--- config.mk ---
export PLATFORM = sky130hd
export DESIGN_NAME = pwm_ramp_sequencer
export DESIGN_NICKNAME = d
export VERILOG_FILES = /design/src/rtl/pwm_ctrl_pkg.sv /design/src/rtl/pwm_ramp_step.sv /design/src/rtl/pwm_ramp_sequencer.sv
export SDC_FILE = /design/constraint.sdc
export NUM_CORES = 1
export LEC_CHECK = 0
export ABC_AREA = 0
export CAP_MARGIN = 10
export CELL_PAD_IN_SITES_DETAIL_PLACEMENT = 1
export CELL_PAD_IN_SITES_GLOBAL_PLACEMENT = 2
export CORE_UTILIZATION = 40
export DETAILED_ROUTE_END_ITERATION = 10
export DONT_BUFFER_PORTS = 1
export GPL_ROUTABILITY_DRIVEN = 0
export HOLD_SLACK_MARGIN = 0.05
export PLACE_DENSITY = 0.91
export SLEW_MARGIN = 25
export SYNTH_ARGS = -nofsm -noshare
export SYNTH_HDL_FRONTEND = slang
export SYNTH_SLANG_ARGS = --single-unit
--- constraint.sdc ---
create_clock -name clock -period 11.7 [get_ports clock]
set_clock_uncertainty 0.1 [all_clocks]
set_input_delay 0.585 -clock clock [delete_from_list [all_inputs] [get_ports clock]]
set_output_delay 0.585 -clock clock [all_outputs]
set_load 0.02 [all_outputs]
--- src/rtl/pwm_ctrl_pkg.sv ---
// Shared register offsets and FSM encoding for the PWM ramp sequencer.
// Imported by the sequencer top and its bench.
package pwm_ctrl_pkg;

    localparam logic [2:0] PWM_ADDR_MAX  = 3'b000;
    localparam logic [2:0] PWM_ADDR_THR  = 3'b010;
    localparam logic [2:0] PWM_ADDR_FLAG = 3'b100;

    localparam logic [2:0] REG_CTRL   = 3'd0;
    localparam logic [2:0] REG_PERIOD = 3'd2;
    localparam logic [2:0] REG_STEP   = 3'd4;
    localparam logic [2:0] REG_DWELL  = 3'd6;

    localparam logic [2:0] ST_IDLE    = 3'd0;
    localparam logic [2:0] ST_WR_MAX  = 3'd1;
    localparam logic [2:0] ST_WR_THR0 = 3'd2;
    localparam logic [2:0] ST_WR_EN   = 3'd3;
    localparam logic [2:0] ST_DWELL   = 3'd4;
    localparam logic [2:0] ST_WR_THR  = 3'd5;
    localparam logic [2:0] ST_WR_DIS  = 3'd6;

    typedef enum logic [2:0] {
        S_IDLE    = ST_IDLE,
        S_WR_MAX  = ST_WR_MAX,
        S_WR_THR0 = ST_WR_THR0,
        S_WR_EN   = ST_WR_EN,
        S_DWELL   = ST_DWELL,
        S_WR_THR  = ST_WR_THR,
        S_WR_DIS  = ST_WR_DIS
    } state_t;

endpackage

--- src/rtl/pwm_ramp_step.sv ---
// One saturating ramp step: 17-bit arithmetic, clamped to [0, period].
// dir_down=0 ramps up; at_end flags that a ramp limit was reached.
module pwm_ramp_step (
    input  logic [15:0] thr,
    input  logic        dir_down,
    input  logic [15:0] step,
    input  logic [15:0] period,
    input  logic        loop_mode,
    output logic [15:0] next_thr,
    output logic        next_dir_down,
    output logic        at_end
);

    logic [16:0] step_eff;
    logic [16:0] sum;
    logic [16:0] diff;

    always_comb begin
        step_eff      = (step == 16'd0) ? 17'd1 : {1'b0, step};
        sum           = {1'b0, thr} + step_eff;
        diff          = {1'b0, thr} - step_eff;
        next_thr      = thr;
        next_dir_down = dir_down;
        at_end        = 1'b0;
        if (!dir_down) begin
            if (sum >= {1'b0, period}) begin
                next_thr      = period;
                next_dir_down = loop_mode;
                at_end        = 1'b1;
            end else begin
                next_thr = sum[15:0];
            end
        end else begin
            if ({1'b0, thr} <= step_eff) begin
                next_thr      = 16'd0;
                next_dir_down = 1'b0;
                at_end        = 1'b1;
            end else if (diff > {1'b0, period}) begin
                // period shrank while ramping down
                next_thr = period;
            end else begin
                next_thr = diff[15:0];
            end
        end
    end

endmodule

--- src/rtl/pwm_ramp_sequencer.sv ---
// Autonomous PWM programmer: configures the PWM, then ramps its threshold
// up (one-shot) or up/down (loop) with a programmable dwell per step.
module pwm_ramp_sequencer
    import pwm_ctrl_pkg::*;
#(
    parameter logic [15:0] DEFAULT_PERIOD = 16'hFFFF,
    parameter logic [15:0] DEFAULT_STEP   = 16'h0100,
    parameter logic [15:0] DEFAULT_DWELL  = 16'd999
) (
    input  logic        clock,
    input  logic        reset,
    input  logic        cpu_select,
    input  logic        cpu_write_enable,
    input  logic [2:0]  cpu_address,
    input  logic [15:0] cpu_write_data,
    output logic [15:0] cpu_read_data,
    output logic        pwm_select,
    output logic        pwm_write_enable,
    output logic [2:0]  pwm_address,
    output logic [15:0] pwm_write_data,
    output logic        busy,
    output logic        done
);

    state_t      state_q;
    state_t      state_d;
    logic        ctrl_en;
    logic        ctrl_loop;
    logic [15:0] period_q;
    logic [15:0] step_q;
    logic [15:0] dwell_q;
    logic [15:0] thr_q;
    logic        dir_q;
    logic        end_q;
    logic [15:0] cnt_q;
    logic        done_q;
    logic        sel_q;
    logic [15:0] read_q;
    logic [15:0] rdata;

    logic        cpu_wr;
    logic        cpu_rd;
    logic        wr_en;
    logic [2:0]  wr_addr;
    logic [15:0] wr_data;
    logic        thr_load0;
    logic        thr_advance;
    logic        cnt_load;
    logic        cnt_dec;
    logic        set_done;

    logic [15:0] next_thr;
    logic        next_dir;
    logic        at_end;

    assign cpu_wr = cpu_select & cpu_write_enable;
    assign cpu_rd = cpu_select & ~cpu_write_enable;

    pwm_ramp_step u_step (
        .thr           (thr_q),
        .dir_down      (dir_q),
        .step          (step_q),
        .period        (period_q),
        .loop_mode     (ctrl_loop),
        .next_thr      (next_thr),
        .next_dir_down (next_dir),
        .at_end        (at_end)
    );

    always_ff @(posedge clock) begin
        if (!reset) begin
            state_q <= S_IDLE;
        end else begin
            state_q <= state_d;
        end
    end

    always_comb begin
        state_d     = state_q;
        wr_en       = 1'b0;
        wr_addr     = PWM_ADDR_MAX;
        wr_data     = 16'd0;
        thr_load0   = 1'b0;
        thr_advance = 1'b0;
        cnt_load    = 1'b0;
        cnt_dec     = 1'b0;
        set_done    = 1'b0;
        unique case (state_q)
            S_IDLE: begin
                // a finished one-shot waits for a fresh CTRL write
                if (ctrl_en && !done_q) state_d = S_WR_MAX;
            end
            S_WR_MAX: begin
                wr_en   = 1'b1;
                wr_addr = PWM_ADDR_MAX;
                wr_data = period_q;
                state_d = ctrl_en ? S_WR_THR0 : S_WR_DIS;
            end
            S_WR_THR0: begin
                wr_en     = 1'b1;
                wr_addr   = PWM_ADDR_THR;
                thr_load0 = 1'b1;
                state_d   = ctrl_en ? S_WR_EN : S_WR_DIS;
            end
            S_WR_EN: begin
                wr_en    = 1'b1;
                wr_addr  = PWM_ADDR_FLAG;
                wr_data  = 16'd1;
                cnt_load = 1'b1;
                state_d  = ctrl_en ? S_DWELL : S_WR_DIS;
            end
            S_DWELL: begin
                if (!ctrl_en) begin
                    state_d = S_WR_DIS;
                end else if (cnt_q == 16'd0) begin
                    thr_advance = 1'b1;
                    state_d     = S_WR_THR;
                end else begin
                    cnt_dec = 1'b1;
                end
            end
            S_WR_THR: begin
                wr_en   = 1'b1;
                wr_addr = PWM_ADDR_THR;
                wr_data = thr_q;
                if (!ctrl_en) begin
                    state_d = S_WR_DIS;
                end else if (!ctrl_loop && end_q) begin
                    set_done = 1'b1;
                    state_d  = S_WR_DIS;
                end else begin
                    cnt_load = 1'b1;
                    state_d  = S_DWELL;
                end
            end
            S_WR_DIS: begin
                wr_en   = 1'b1;
                wr_addr = PWM_ADDR_FLAG;
                state_d = S_IDLE;
            end
            default: state_d = S_IDLE;
        endcase
    end

    always_comb begin
        rdata = 16'd0;
        unique case (cpu_address)
            REG_CTRL:   rdata = {12'd0, done_q, busy, ctrl_loop, ctrl_en};
            REG_PERIOD: rdata = period_q;
            REG_STEP:   rdata = step_q;
            REG_DWELL:  rdata = dwell_q;
            default:    rdata = 16'd0;
        endcase
    end

    always_ff @(posedge clock) begin
        if (!reset) begin
            sel_q     <= 1'b0;
            ctrl_en   <= 1'b0;
            ctrl_loop <= 1'b0;
            period_q  <= DEFAULT_PERIOD;
            step_q    <= DEFAULT_STEP;
            dwell_q   <= DEFAULT_DWELL;
            thr_q     <= 16'd0;
            dir_q     <= 1'b0;
            end_q     <= 1'b0;
            cnt_q     <= 16'd0;
            done_q    <= 1'b0;
            read_q    <= 16'd0;
        end else begin
            sel_q <= 1'b1;
            if (cpu_wr) begin
                unique case (cpu_address)
                    REG_CTRL: begin
                        ctrl_en   <= cpu_write_data[0];
                        ctrl_loop <= cpu_write_data[1];
                    end
                    REG_PERIOD: period_q <= cpu_write_data;
                    REG_STEP:   step_q   <= cpu_write_data;
                    REG_DWELL:  dwell_q  <= cpu_write_data;
                    default: ;
                endcase
            end
            if (cpu_rd) read_q <= rdata;
            if (thr_load0) begin
                thr_q <= 16'd0;
                dir_q <= 1'b0;
                end_q <= 1'b0;
            end else if (thr_advance) begin
                thr_q <= next_thr;
                dir_q <= next_dir;
                end_q <= at_end & ~dir_q;
            end
            if (cnt_load) begin
                cnt_q <= dwell_q;
            end else if (cnt_dec) begin
                cnt_q <= cnt_q - 16'd1;
            end
            if (cpu_wr && cpu_address == REG_CTRL) begin
                done_q <= 1'b0;
            end else if (set_done) begin
                done_q <= 1'b1;
            end
        end
    end

    assign cpu_read_data    = read_q;
    assign pwm_select       = sel_q;
    assign pwm_write_enable = wr_en;
    assign pwm_address      = wr_addr;
    assign pwm_write_data   = wr_data;
    assign busy             = (state_q != S_IDLE);
    assign done             = done_q;

endmodule
==> out/results.txt, run 1 <==
Slew @ Worst Pin - 0.907 ns
DRC - 0
count of endpoints failing setup in the final report - 0
Reg2Reg Depth - 19
pwr dens - 106 nW/µm²
Clock Tree Buf Depth - 2
CP Class - reg2reg
crit-path max FO - 12
hold depth - 0
fin crit period - 5.73 ns
setup bufs post-CTS - 0
MaxCap Viol Count - 0
LEAKAGE - 3.69 nW
DR vias - 7607
Die ar. - 21000 µm²
Critical Path AT - 5.91 ns
vias in the first global route - 7551
synth unique cells - 88
WP data required - 11.87 ns
H-tree depth - 3
Initial DRC Count - 544
Relative slew margins - 39.5%
Hold Buf Count CTS - 0
Peak VDD IR - 0.0000651 V
synth warn - 0
initial antenna violation count - 0
Crit. End Element - register
status - finished, final reports clean
Mean Syn Cell Area - 7.92 µm²
post-synthesis sequential area ratio - 25.7%
ANT cells - 0
routed len/inst - 22.9 µm
setup_tns - 0 ns
hold crit path type - in2reg
DRT Pass-1 Iters - 7
die span in x - 145 µm
Synth top area share - 25.7%
Final Cycle Share - 49.0%
Initial Util - 41.5%
first-pass GRT wire length - 44300 µm
fill cell total of the finished layout - 2387
Routed WL - 28400 µm
flops & latches, synth - 105
Layout area overhead - 4.25%
max-slew violation count - 0
fraction of registers with async set/reset - 0%
Vias/cell - 6.13
Synth Cell Area - 8180 µm²
die height - 145 µm
Synth Instances - 1032
largest net degree at the start of global routing - 88
Post-synth EDFFs - 0
Worst-path clk slew - 0.08 ns
layout cells sized above 1 - 5.03%
number of routed nets with antenna violations - 0
clock sink total - 105
FP Rows - 51
I/O Buffers - 0
placed inst area - 8200 µm²
syn nets - 1126
Core ar. - 19700 µm²
CTS tree - yes
worst skew pair latency - 0.36 ns
post-DP HPWL - 21800 µm
Root Driver - clkbuf_16
number of gates resized after cts - 0
clock buffer count from CTS - 9
Total GRT Usage - 27.0%
Top Ports - 62
RSZ-0062 raised after global routing - false
dominant synthesized flop cell - dfxtp_1
FMAX - 0.174 GHz
Area contributors post-synth - dfxtp_1 26%, ha_1 11%, nand2_1 5.8%
final instance area - 8520 µm²
Final Hold Fails - 0
fin nets - 1064
area leader, netlist - dfxtp_1
grt ovf - 0
startpoint types - register
-- power breakdown --
group	switching, mW	total [mW]	internal, mW
clock network	0.148	0.344	0.196
registers	0.0157	0.380	0.365
logic	0.119	0.179	0.0597
-- cells in the mapped netlist (all sizes together) (3+ instances only) --
cell and n:
xor2 5, o311ai 7, clkbuf 53, or3 9, a21oi 54, or4 4
o21bai 3, nor3b 3, o41ai 3, ha 69, o21a 10, nor2b 39
nor4 14, nand3b 4, o22a 8, nand2 127, a311oi 4, o31ai 5
mux4 4, nor3 25, a22oi 16, nand3 23, nor2 77, nand2b 10
nand4 10, dfxtp 105, a21o 7, a22o 14, o31a 3, buf 28
o21ai 51, xnor2 18, a31oi 8, a221oi 5, and3 5, and2 10
inv 51, a21boi 27, mux2i 44, a211oi 7, o211ai 23, a2111oi 4
-- worst paths after layout --
kind / slack (ns) / from / endpoint
worst max-delay path: 5.97 / step_q[12] / thr_q[12]
worst min-delay path: 0.16 / reset / pwm_select
worst max register to register: 5.97 / step_q[12] / thr_q[12]
worst min register to register: 0.39 / dwell_q[12] / dwell_q[12]
-- area by class of cell --
type                            instances  area [µm²]  share of cell area, %
Clock inverter                          5        85.1                  0.998
Clock buffer                           11         243                   2.85
Timing Repair Buffer                    8        63.8                  0.749
Multi-Input combinational cell        795        5510                   64.6
Tap cell                              265         332                   3.89
Sequential cell                       105        2100                   24.7
Inverter                               51         191                   2.25
-- flip-flops by register name (all words and copies together) (netlist names) --
name / flops
step_q: 16
thr_q: 16
end_q: 1
state_q: 3
ctrl_en: 1
dir_q: 1
cpu_read_data: 16
ctrl_loop: 1
cnt_q: 16
dwell_q: 16
done: 1
period_q: 16
pwm_select: 1
-- cell usage in the layout (no fill, tap or decap), types with 13 or more instances in the layout --
| cell type | instances |
|---|---|
| mux2i_1 | 44 |
| a22o_1 | 14 |
| nor2b_1 | 38 |
| nand2_1 | 126 |
| nor3_1 | 22 |
| a21boi_0 | 26 |
| nand3_1 | 22 |
| a21oi_1 | 54 |
| o21ai_0 | 36 |
| a22oi_1 | 16 |
| nor4_1 | 13 |
| o211ai_1 | 23 |
| dfxtp_1 | 105 |
| inv_1 | 50 |
| nor2_1 | 77 |
| ha_1 | 69 |
| xnor2_1 | 18 |
| o21ai_1 | 15 |
-- per-stage QoR --
step,hold WS [ns],std cells,setup slack (ns),utilization [%],total power [mW]
final,0.161,1240,5.97,43.2,0.903
after global routing,0.145,1240,5.61,43.2,0.936
after CTS,0.143,1240,6.08,43.2,0.908
after detailed placement,0.382,1224,6.14,41.6,0.567
after global placement,0.372,1223,6.41,41.5,0.565
after floorplan,0.352,1032,7.39,-,0.530
-- layer usage --
metal	GRT usage [%]	share of wire, %	up-vias
met5	0	0	-
met3	4.62	5.1	47
met4	10.0	3.0	0
met2	42.9	46	235
met1	36.5	46	3737
li1	-	-	3588
-- critical path, stage by stage (launching register included) --
cell	delay [ns]
dfxtp_1	0.34
nor3_1	0.48
a41o_1	0.28
ha_1	0.19
fa_1	0.22
nor2b_2	0.19
o311a_4	0.21
nor3_4	0.06
o41ai_1	0.66
nor4_1	0.10
a41oi_1	0.25
nand2_1	0.09
ha_1	0.32
a2111oi_0	0.38
a31oi_1	0.19
nor3b_4	0.63
buf_4	0.35
mux2i_1	0.11
or3_1	0.33
a31oi_1	0.17
-- logic make-up after synthesis --
kind of cell,count (synthesis),synth area share [%]
DFF,105,25.7
adders and majority gates,72,11.2
AOI/OAI and AO/OA,282,24.4
buffers and inverters,132,7.02
and+or+nand+nor,367,22.4
muxes,50,6.76
xor gates and xnor gates,23,2.46
other,1,0.0459
Note: power is estimated with default switching activity, not from simulation.
==> inputs of run 2 (changes only) <==
- ABC_AREA: 0 -> 1
- CORE_UTILIZATION: 40 -> 36
- PLACE_DENSITY: 0.91 -> 0.89
- clock period: 11.7 -> 5.6 ns (I/O delays scaled with it)
==> out/results.txt, run 2 <==
status - finished, final reports clean
most frequent cell after synthesis - nand2_1
Initial DRC Count - 609
Routed WL - 30100 µm
most common cell after layout, fill and taps aside - nand2_1
clock sink total - 105
Final Hold Fails - 0
Crit. Startpoint - step_q[15]
RSZ-0062 raised after global routing - false
die height - 153 µm
post-DP HPWL - 23700 µm
first-pass GRT wire length - 46900 µm
setup_tns - 0 ns
area leader, netlist - dfxtp_1
Initial Util - 36.5%
I/O Buffers - 0
r2r setup slk - 0.48 ns
Total GRT Usage - 25.7%
multi-input logic area - 5150 µm²
Placed Cells - 1484
CP Class - reg2reg
final instance area - 8800 µm²
fin cells - 1517
FF-to-FF Start - step_q[15]
startpoint types - register
crit-path max FO - 16
fin nets - 1321
cell mode on critical path - nand2_1
FP Rows - 55
H-tree depth - 3
clock buffer count from CTS - 9
Synth Cell Area - 8250 µm²
Reg2Reg Depth - 26
Seq. cell area - 2100 µm²
synth warn - 0
Critical Path AT - 5.24 ns
Die ar. - 23500 µm²
Area contributors post-synth - dfxtp_1 25%, nand2_1 14%, ha_1 10%
WP data required - 5.71 ns
die span in x - 153 µm
top post-synthesis cells by count - 307 x nand2_1, 171 x inv_1, 105 x dfxtp_1
DRC - 0
layout cells sized above 1 - 6.33%
ANT cells - 0
Final Cycle Share - 91.5%
largest net degree at the start of global routing - 56
Clock Tree Buf Depth - 2
flops & latches, synth - 105
Mean Syn Cell Area - 6.57 µm²
MaxCap Viol Count - 0
worst skew pair latency - 0.36 ns
LEAKAGE - 4.32 nW
CP max stage cell - o41ai_2
DRT Pass-1 Iters - 5
Top Ports - 62
Post-synth EDFFs - 0
Final Power - 2.05 mW
DR vias - 8327
syn nets - 1349
Relative slew margins - 40.2%
placed inst area - 8330 µm²
hold crit path type - in2reg
synth unique cells - 55
HP Start - reset
fraction of registers with async set/reset - 0%
Slew @ Worst Pin - 0.887 ns
crit-path max cell delay - 0.60 ns
count of endpoints failing setup in the final report - 0
pwr dens - 233 nW/µm²
Worst-path clk slew - 0.08 ns
Layout area overhead - 6.72%
Synth Instances - 1255
initial antenna violation count - 1
number of routed nets with antenna violations - 0
FMAX - 0.195 GHz
routed len/inst - 19.8 µm
max-slew violation count - 0
fin crit period - 5.12 ns
post-synthesis sequential area ratio - 25.5%
most frequent cells in the layout - 307 x nand2_1, 170 x inv_1, 105 x dfxtp_1
Crit. End Element - register
Synth top area share - 25.5%
vias in the first global route - 8335
fill cell total of the finished layout - 2958
Peak VDD IR - 0.000231 V
dominant synthesized flop cell - dfxtp_1
grt ovf - 0
Core ar. - 22600 µm²
Vias/cell - 5.49
setup bufs post-CTS - 0
Root Driver - clkbuf_16
CTS tree - yes
hold depth - 1
==> run 2: path summary, 6_finish.rpt <==
kind           endpoint
max            thr_q[2]
min          pwm_select
max reg2reg    thr_q[2]
min reg2reg    cnt_q[1]
==> run 2: cell type report <==
class | instances | area share, %
multi-input combinational | 906 | 58.5
sequential | 105 | 23.9
inverter | 181 | 7.75
tap | 285 | 4.05
timing repair buffer | 24 | 2.64
clock buffer | 10 | 2.60
clock inverter | 6 | 0.597
==> run 2: critical path, delay by kind of cell, from the launching register on <==
family / cells / cell delay, ns
XOR/XNOR: 1 / 0.27
adder cells (fa/ha/maj): 3 / 0.97
flip-flops: 1 / 0.33
AO/OA/AOI/OAI: 5 / 1.30
buffers and inverters: 3 / 0.34
AND/OR/NAND/NOR: 14 / 1.65
==> run 2: kinds of logic (layout without fill, tap and decap cells) <==
logic type | Yosys count | after routing | synth area share (%)
and+or+nand+nor | 562 | 562 | 30.8
AOI/OAI and AO/OA | 244 | 244 | 17.5
buffers and inverters | 244 | 221 | 12.2
DFF | 105 | 105 | 25.5
adders and majority gates | 71 | 71 | 11.0
xor gates and xnor gates | 28 | 28 | 2.97
other | 1 | 1 | 0.0455
==> run 2: power breakdown <==
group | switching, mW | internal (mW)
clock | 0.326 | 0.310
combinational | 0.450 | 0.157
sequential | 0.0311 | 0.775
==> run 2: timing repair <==
item                                    4_1_cts  5_1_grt
hold buffers                                 17        0
endpoints found under the hold margin        57        0
resized for setup                             0        1
endpoints found under the setup margin        0       16
==> run 2: per-stage QoR <==
| stage | worst slack (ns) | hold WS (ns) | utilization [%] |
|---|---|---|---|
| after floorplan | 1.66 | 0.208 | - |
| after global placement | 0.415 | 0.210 | 36.9 |
| after detailed placement | 0.293 | 0.211 | 36.9 |
| after CTS | 0.266 | 0.0672 | 39.0 |
| after global routing | 0.0127 | 0.0730 | 39.0 |
| final | 0.479 | 0.0720 | 39.0 |
==> run 2: routing by layer <==
| layer | GRT usage (%) | vias to the layer above | share of wire, % |
|---|---|---|---|
| met5 | 0 | - | 0.043 |
| met4 | 8.38 | 2 | 2.5 |
| met3 | 3.60 | 49 | 4.4 |
| met2 | 41.8 | 171 | 46 |
| met1 | 34.9 | 4035 | 47 |
| li1 | - | 4070 | - |
